===== src/rtl/imm_decode_pkg.sv =====
// ============================================================================
// imm_decode_pkg : shared types and opcode constants for the decode stage
// Revision 1.0
// ============================================================================
`default_nettype none

package imm_decode_pkg;

  typedef enum logic [2:0] {
    IMM_I = 3'd0,
    IMM_S = 3'd1,
    IMM_B = 3'd2,
    IMM_J = 3'd3,
    IMM_U = 3'd4
  } imm_sel_t;

  localparam logic [6:0] OP_IMM    = 7'b0010011;
  localparam logic [6:0] OP_LOAD   = 7'b0000011;
  localparam logic [6:0] OP_JALR   = 7'b1100111;
  localparam logic [6:0] OP_SYS    = 7'b1110011;
  localparam logic [6:0] OP_STORE  = 7'b0100011;
  localparam logic [6:0] OP_BRANCH = 7'b1100011;
  localparam logic [6:0] OP_JAL    = 7'b1101111;
  localparam logic [6:0] OP_LUI    = 7'b0110111;
  localparam logic [6:0] OP_AUIPC  = 7'b0010111;
  localparam logic [6:0] OP_REG    = 7'b0110011;

  typedef struct packed {
    logic [31:0] inst;
    logic [31:0] pc;
    logic [31:0] immed;
    imm_sel_t    sel;
    logic        has_imm;
    logic        illegal;
  } entry_t;

endpackage

`default_nettype wire


===== src/rtl/imm_decode_stage_immed_gen.sv =====
// ============================================================================
// ImmedGen : combinational RISC-V immediate extraction and sign extension
// Revision 1.0
// ============================================================================
`default_nettype none

module ImmedGen
  import imm_decode_pkg::*;
(
  input  logic [31:7] inst_i,
  input  logic [2:0]  sel_i,
  output logic [31:0] immed_o
);

  always_comb begin
    immed_o = '0;
    case (sel_i)
      IMM_I:   immed_o = {{20{inst_i[31]}}, inst_i[31:20]};
      IMM_S:   immed_o = {{20{inst_i[31]}}, inst_i[31:25], inst_i[11:7]};
      IMM_B:   immed_o = {{19{inst_i[31]}}, inst_i[31], inst_i[7], inst_i[30:25],
                          inst_i[11:8], 1'b0};
      IMM_J:   immed_o = {{11{inst_i[31]}}, inst_i[31], inst_i[19:12], inst_i[20],
                          inst_i[30:21], 1'b0};
      IMM_U:   immed_o = {inst_i[31:12], 12'b0};
      default: immed_o = '0;
    endcase
  end

endmodule

`default_nettype wire


===== src/rtl/imm_decode_stage.sv =====
// ============================================================================
// imm_decode_stage : opcode classification plus 2-entry buffer toward execute
// Revision 1.0
// ============================================================================
`default_nettype none

module imm_decode_stage
  import imm_decode_pkg::*;
#(
  parameter int XLEN      = 32,
  parameter int DEPTH     = 2,
  parameter int ILL_CNT_W = 16
) (
  input  logic                 clk,
  input  logic                 rst,
  input  logic                 flush,
  input  logic                 in_valid,
  output logic                 in_ready,
  input  logic [XLEN-1:0]      in_inst,
  input  logic [XLEN-1:0]      in_pc,
  output logic                 out_valid,
  input  logic                 out_ready,
  output logic [XLEN-1:0]      out_inst,
  output logic [XLEN-1:0]      out_pc,
  output logic [XLEN-1:0]      out_immed,
  output logic [2:0]           out_imm_sel,
  output logic                 out_has_imm,
  output logic                 out_illegal,
  output logic [ILL_CNT_W-1:0] ill_count
);

  localparam logic [1:0] FULL = 2'(DEPTH);

  entry_t               mem_q [2];
  logic [1:0]           count_q, count_d;
  logic                 wr_ptr_q, wr_ptr_d;
  logic                 rd_ptr_q, rd_ptr_d;
  logic [ILL_CNT_W-1:0] ill_count_q, ill_count_d;

  imm_sel_t    dec_sel;
  logic        dec_has_imm;
  logic        dec_illegal;
  logic [31:0] gen_immed;
  entry_t      new_entry;
  entry_t      head;
  logic        push, pop;

  always_comb begin
    dec_sel     = IMM_I;
    dec_has_imm = 1'b0;
    dec_illegal = 1'b0;
    case (in_inst[6:0])
      OP_IMM, OP_LOAD, OP_JALR, OP_SYS: dec_has_imm = 1'b1;
      OP_STORE:  begin dec_sel = IMM_S; dec_has_imm = 1'b1; end
      OP_BRANCH: begin dec_sel = IMM_B; dec_has_imm = 1'b1; end
      OP_JAL:    begin dec_sel = IMM_J; dec_has_imm = 1'b1; end
      OP_LUI, OP_AUIPC: begin dec_sel = IMM_U; dec_has_imm = 1'b1; end
      OP_REG:    dec_has_imm = 1'b0;
      default:   dec_illegal = 1'b1;
    endcase
  end

  ImmedGen u_immed_gen (
    .inst_i  (in_inst[31:7]),
    .sel_i   (dec_sel),
    .immed_o (gen_immed)
  );

  always_comb begin
    new_entry.inst    = in_inst;
    new_entry.pc      = in_pc;
    new_entry.immed   = dec_has_imm ? gen_immed : 32'd0;
    new_entry.sel     = dec_sel;
    new_entry.has_imm = dec_has_imm;
    new_entry.illegal = dec_illegal;
  end

  // in_ready looks only at the registered count so it never chains through out_ready
  assign in_ready  = (count_q != FULL);
  assign out_valid = (count_q != 2'd0);
  assign push      = in_valid && in_ready && !flush;
  assign pop       = out_valid && out_ready && !flush;

  always_comb begin
    count_d     = count_q;
    wr_ptr_d    = wr_ptr_q;
    rd_ptr_d    = rd_ptr_q;
    ill_count_d = ill_count_q;
    if (flush) begin
      count_d  = 2'd0;
      wr_ptr_d = 1'b0;
      rd_ptr_d = 1'b0;
    end else begin
      if (push) wr_ptr_d = ~wr_ptr_q;
      if (pop)  rd_ptr_d = ~rd_ptr_q;
      if (push && !pop) count_d = count_q + 2'd1;
      if (pop && !push) count_d = count_q - 2'd1;
      if (push && dec_illegal && (ill_count_q != {ILL_CNT_W{1'b1}}))
        ill_count_d = ill_count_q + 1'b1;
    end
  end

  always_ff @(posedge clk or posedge rst) begin
    if (rst) begin
      for (int i = 0; i < 2; i++) mem_q[i] <= '0;
      count_q     <= 2'd0;
      wr_ptr_q    <= 1'b0;
      rd_ptr_q    <= 1'b0;
      ill_count_q <= '0;
    end else begin
      if (push) mem_q[wr_ptr_q] <= new_entry;
      count_q     <= count_d;
      wr_ptr_q    <= wr_ptr_d;
      rd_ptr_q    <= rd_ptr_d;
      ill_count_q <= ill_count_d;
    end
  end

  assign head        = mem_q[rd_ptr_q];
  assign out_inst    = head.inst;
  assign out_pc      = head.pc;
  assign out_immed   = head.immed;
  assign out_imm_sel = head.sel;
  assign out_has_imm = head.has_imm;
  assign out_illegal = head.illegal;
  assign ill_count   = ill_count_q;

endmodule

`default_nettype wire


===== config.mk =====
export PLATFORM = sky130hd
export DESIGN_NAME = imm_decode_stage
export DESIGN_NICKNAME = d
export VERILOG_FILES = /design/src/rtl/imm_decode_pkg.sv /design/src/rtl/imm_decode_stage_immed_gen.sv /design/src/rtl/imm_decode_stage.sv
export SDC_FILE = /design/constraint.sdc
export NUM_CORES = 1
export LEC_CHECK = 0
export BUFFER_PORTS_ARGS = -buffer_cell sky130_fd_sc_hd__buf_2
export CAP_MARGIN = 20
export CORE_ASPECT_RATIO = 0.6
export CORE_MARGIN = 2
export CORE_UTILIZATION = 50
export DETAILED_ROUTE_END_ITERATION = 7
export PLACE_DENSITY = 0.73
export SLEW_MARGIN = 40
export SYNTH_ARGS = -nofsm -noshare
export SYNTH_HDL_FRONTEND = slang
export SYNTH_SLANG_ARGS = --single-unit

===== constraint.sdc =====
create_clock -name clk -period 10.7 [get_ports clk]
set_clock_uncertainty 0.05 [all_clocks]
set_input_delay 1.07 -clock clk [delete_from_list [all_inputs] [get_ports clk]]
set_output_delay 1.07 -clock clk [all_outputs]
set_load 0.1 [all_outputs]

### Yosys cells after proc, flatten, opt, wreduce, memory -nomap -nowiden

Cells that the tools add are included.

* $add $sub $neg: 3
* $lt $le $gt $ge: 3
* equality and inequality tests: 16
* mux-type cells: 18
* bitwise logic cells: 5
* reduce and logical (&&, ||, !) cells: 21

Operators by type and width (number)
* 2-to-1 mux 101 bit: 4
* bitwise mux 202 bit: 1
* one-hot mux 32 bit (5 select lines): 1
* demux 101 bit (select 1 bit): 1
* 2-to-1 mux 32 bit: 1
* == test 7 bit, second input constant: 4
* == test 7 x 6 -> 1 bit, second input constant: 3
* adder 16 x 1 -> 16 bit, second input constant: 1
* inequality test 16 bit, second input constant: 1
* == test 7 x 5 -> 1 bit, second input constant: 2
* one-hot mux 3 bit (4 select lines): 1
* OR reduction 10 bit: 1
* logical AND 1 bit: 9
* OR reduction 9 bit: 1
* == test 7 x 2 -> 1 bit, second input constant: 1
* == test 3 x 2 -> 1 bit, second input constant: 2
* 2-to-1 mux 1 bit: 6
* 2-to-1 mux 2 bit: 3
* nonzero test 2 bit: 3
* greater-or-equal comparator 2 bit, second input constant: 2
* NOT 1 -> 2 bit: 2
* == test 3 x 1 -> 1 bit, second input constant: 1
* == test 3 bit, second input constant: 1
* logical NOT 1 bit: 3
* 9 further kinds: 11

* bits in registers: 222
* bits of input ports: 69
* output and inout bits: 119
* logic and storage cells: 82

### Longest topological paths before layout

* word-level depth: 8
* mapped depth: 8
* mapped depth without buffers: 6

### Modules after synthesis

A second synthesis with hierarchy kept.

* cells, all modules: 884
* area, all modules: 10284.9 µm²

Modules (own cells, without submodules)
* imm_decode_stage: instances 1, cells an instance 811, area an instance 9790.6 µm², sequential area each 5555.3 µm²
* ImmedGen: instances 1, cells an instance 73, area an instance 494.2 µm², sequential area each 0.0 µm²

### Least setup slack after synthesis

Ideal clock, no wire load.

* path type: register -> output
* start point: register rd_ptr_q
* end point: output out_immed[10]
* arrival: 1.561 ns
* required time: 9.580 ns
* path slack: 8.019 ns
* cell stages (with the launch flop): 4
* path buffers: 2
* cells stage by stage: dfrtp_1 -> clkbuf_1 -> clkbuf_1 -> mux2_2

* cells in the longest elaborated chain, start to end: 4

RTL lines
* start, declared: RTL line imm_decode_stage.sv:37 `logic rd_ptr_q, rd_ptr_d;`
* start signal, assigned: RTL line imm_decode_stage.sv:114 `rd_ptr_q <= rd_ptr_d;`
* NOT 1 -> 2 bit (not written as such): RTL line imm_decode_stage.sv:119 `assign head = mem_q[rd_ptr_q];`
* 2-to-1 mux 101 bit (not written as such) (3 in series): RTL line imm_decode_stage.sv:119
* end, declared: RTL line imm_decode_stage.sv:25 `output logic [XLEN-1:0] out_immed,`

No other way between the ends. The select of a mux whose other input is x is not followed.

### Final worst setup path

* start point: register rd_ptr_q
* end point: output out_immed[11]

The elaborated chain is that of the path after synthesis.

==> impl_metrics.tcl <==
set metrics [dict create \
    outcome "finished, final reports clean" \
    avgSynthCellArea_um2 9.679 \
    min_path_type "flip-flop to flip-flop" \
    numCtsBuffers 22 \
    fill_cells 1724 \
    leakage_nw 6.310 \
    critPathLaunchType "flip-flop" \
    area_growth_syn_to_layout_pct 18.52 \
    fmax_mhz 248.8 \
    via_per_inst 5.297 \
    start_util_pct 50.94 \
    final.period_utilization_pct 37.56 \
    ys_seq_area_share_pct 54.61 \
    h-tree-depth 1 \
    worstPathArrival_ps 2900 \
    final_nets 1277 \
    avgRoutedWirePerCell_um 16.83 \
    die_h_um 114.5 \
    finalWorstSetupSlack_ps 6681 \
    synth_edf_count 0 \
    grt_pass1_wl_um 40490 \
    cp_num_buf_inv 2 \
    final_cell_mix "441 x nand2_1, 221 x dfrtp_1, 187 x buf_2" \
    dp_slack_ps 7109 \
    io_buffers 187 \
    drc 0 \
    grt_antenna_before_repair 0 \
    grt_pass1_vias 7636 \
    synth.distinct_cells 52 \
    synth_nets 1121 \
    hold_buffers 0 \
    setup_tns_ps 0 \
    finalHoldViolations 0 \
    p_total_w 0.002788 \
    clock_path_buffers 3 \
    ys_warn_count 0 \
    die-area_um2 21540 \
    crit_fanout 57 \
    cts-resized-gates 0 \
    clock-root-buffer "clkbuf_16" \
    crit_required_ps 9580 \
    clk_latency_ps 500 \
    crit_family "buffers and inverters" \
    cts_post_setup_buffers_inserted 0 \
    chipWidth_um 188.1 \
    path_class "flip-flop to output pin" \
    gr-total-overflow 0 \
    grt_util_all_layers_pct 23.48 \
    final_common_cell "nand2_1" \
    place_congestion 0.8117 \
    synth_area_um2 10170 \
    async_flop_share_pct 100.0 \
    cts_tree "yes" \
    slew_violations 0 \
    maxSlewHeadroom_pct 41.50 \
    core_um2 19970 \
    clock_sinks 222 \
    routed-via-count 7925 \
    ir_drop_mv 0.2070 \
    hpwl_um 16170 \
    dr.pass1.iters 5 \
    pin_count 188 \
    cts.reportedPaths.clkPinSlew_ps 70 \
    p_per_area_nw_per_um2 231.2 \
    diodes 0 \
    period_needed_ps 4019 \
    max_stage_delay_ps 860 \
    netlist_instances 1051 \
    cp_slowest_cell "dfrtp_4" \
    rows 40 \
    postRouteAntennaNets 0 \
    cap_violations 0 \
    drt_wl_total_um 25180 \
    cp-end-kind "output pin" \
    grt_max_degree 143 \
    multi_input_area_um2 4324 \
    synthFlopType "dfrtp_1" \
    drtIter0Drc 618 \
    place_area_um2 11250 \
    yosys_register_bits 222 \
    rsz0062_at_grt "false" \
    drive_gt1_share_pct 29.19 \
    seq_area_um2 5559 \
    final_cell_area_um2 12060 \
    tightest_slew_ps 874.2 \
    cp_cell_sequence "buf_4 -> mux2_2 -> buf_2" \
    finalSetupViolCount 0 \
]
==> area by class of cell <==
type,count,share of cell area (%)
clock buffer,31,5.521
clock inverter,9,0.9963
inverter,7,0.3217
multi-input combinational,760,35.87
sequential,222,46.11
tap,273,2.833
timing repair buffer,194,8.354
==> state kept, by name (all words and copies together), names as in the netlist <==
| register | flops |
|---|---|
| ill_count | 16 |
| wr_ptr_q | 1 |
| mem_q | 202 |
| count_q | 2 |
| rd_ptr_q | 1 |
==> final timing paths <==
check,from,end,cells past startpoint,slack [ps]
max,rd_ptr_q,out_immed[11],3,6680
min,mem_q[186],mem_q[186],2,420
max reg2reg,count_q[1],mem_q[21],6,7940
min reg2reg,mem_q[186],mem_q[186],2,420
max in group asynchronous,rst,mem_q[6],3,8670
min in group asynchronous,rst,mem_q[177],2,650
==> power breakdown <==
group          switching [W]  internal, W  leakage [nW]  total (W)
combinational       0.000722     0.000180          3.03   0.000902
clock               0.000328     0.000506         0.395   0.000834
sequential         0.0000828     0.000970          2.88    0.00105
==> routing by layer <==
metal	part of all wire [%]	global-route usage [%]	vias to the layer above	wire length, µm
met5	0	0	-	0
met4	1.3	4.147	0	329
met3	6.5	3.647	29	1642
met2	43	35.28	239	10920
met1	49	36.40	3849	12290
li1	-	-	3808	-
==> Yosys cell counts, drive strengths merged, types with 2 or more instances <==
cell type | number | area share, %
dfrtp | 222 | 55
a22o | 16 | 1.4
nor2 | 14 | 0.71
o31ai | 24 | 1.9
xor2 | 4 | 0.34
nor4 | 2 | 0.12
nand4 | 9 | 0.70
and3b | 2 | 0.21
nor2b | 3 | 0.18
o21ai | 37 | 1.8
a22oi | 4 | 0.30
nand2 | 444 | 16
clkbuf | 38 | 1.4
a21o | 11 | 0.81
a211oi | 2 | 0.27
nor3 | 5 | 0.25
xnor2 | 12 | 1.0
nand3 | 23 | 1.2
buf | 24 | 1.4
nor3b | 2 | 0.15
mux2 | 106 | 12
and3 | 8 | 0.49
inv | 7 | 0.26
a21oi | 16 | 0.82
==> kinds of logic after synthesis <==
group / synth area share (%)
XOR/XNOR: 1.378
multiplexers: 11.83
buffers and inverters: 3.026
AND/OR/NAND/NOR: 20.86
adder cells (fa/ha/maj): 0.1230
AO/OA/AOI/OAI: 8.167
flip-flops: 54.61
==> metrics by stage <==
step,cells,util [%],hold slack [ps]
5_1_grt,1496,60.38,437.7
4_1_cts,1495,60.26,424.1
2_1_floorplan,1051,-,390.1
3_5_place_dp,1455,56.33,408.5
3_3_place_gp,1455,56.28,402.8
6_report,1496,60.38,419.8
==> tightest hold or removal path, cell delays in order (launching register included) <==
cell and delay (ps):
dfrtp_1 340, nand2_1 50, nand2_1 50
(Power assumes the default switching activity.)
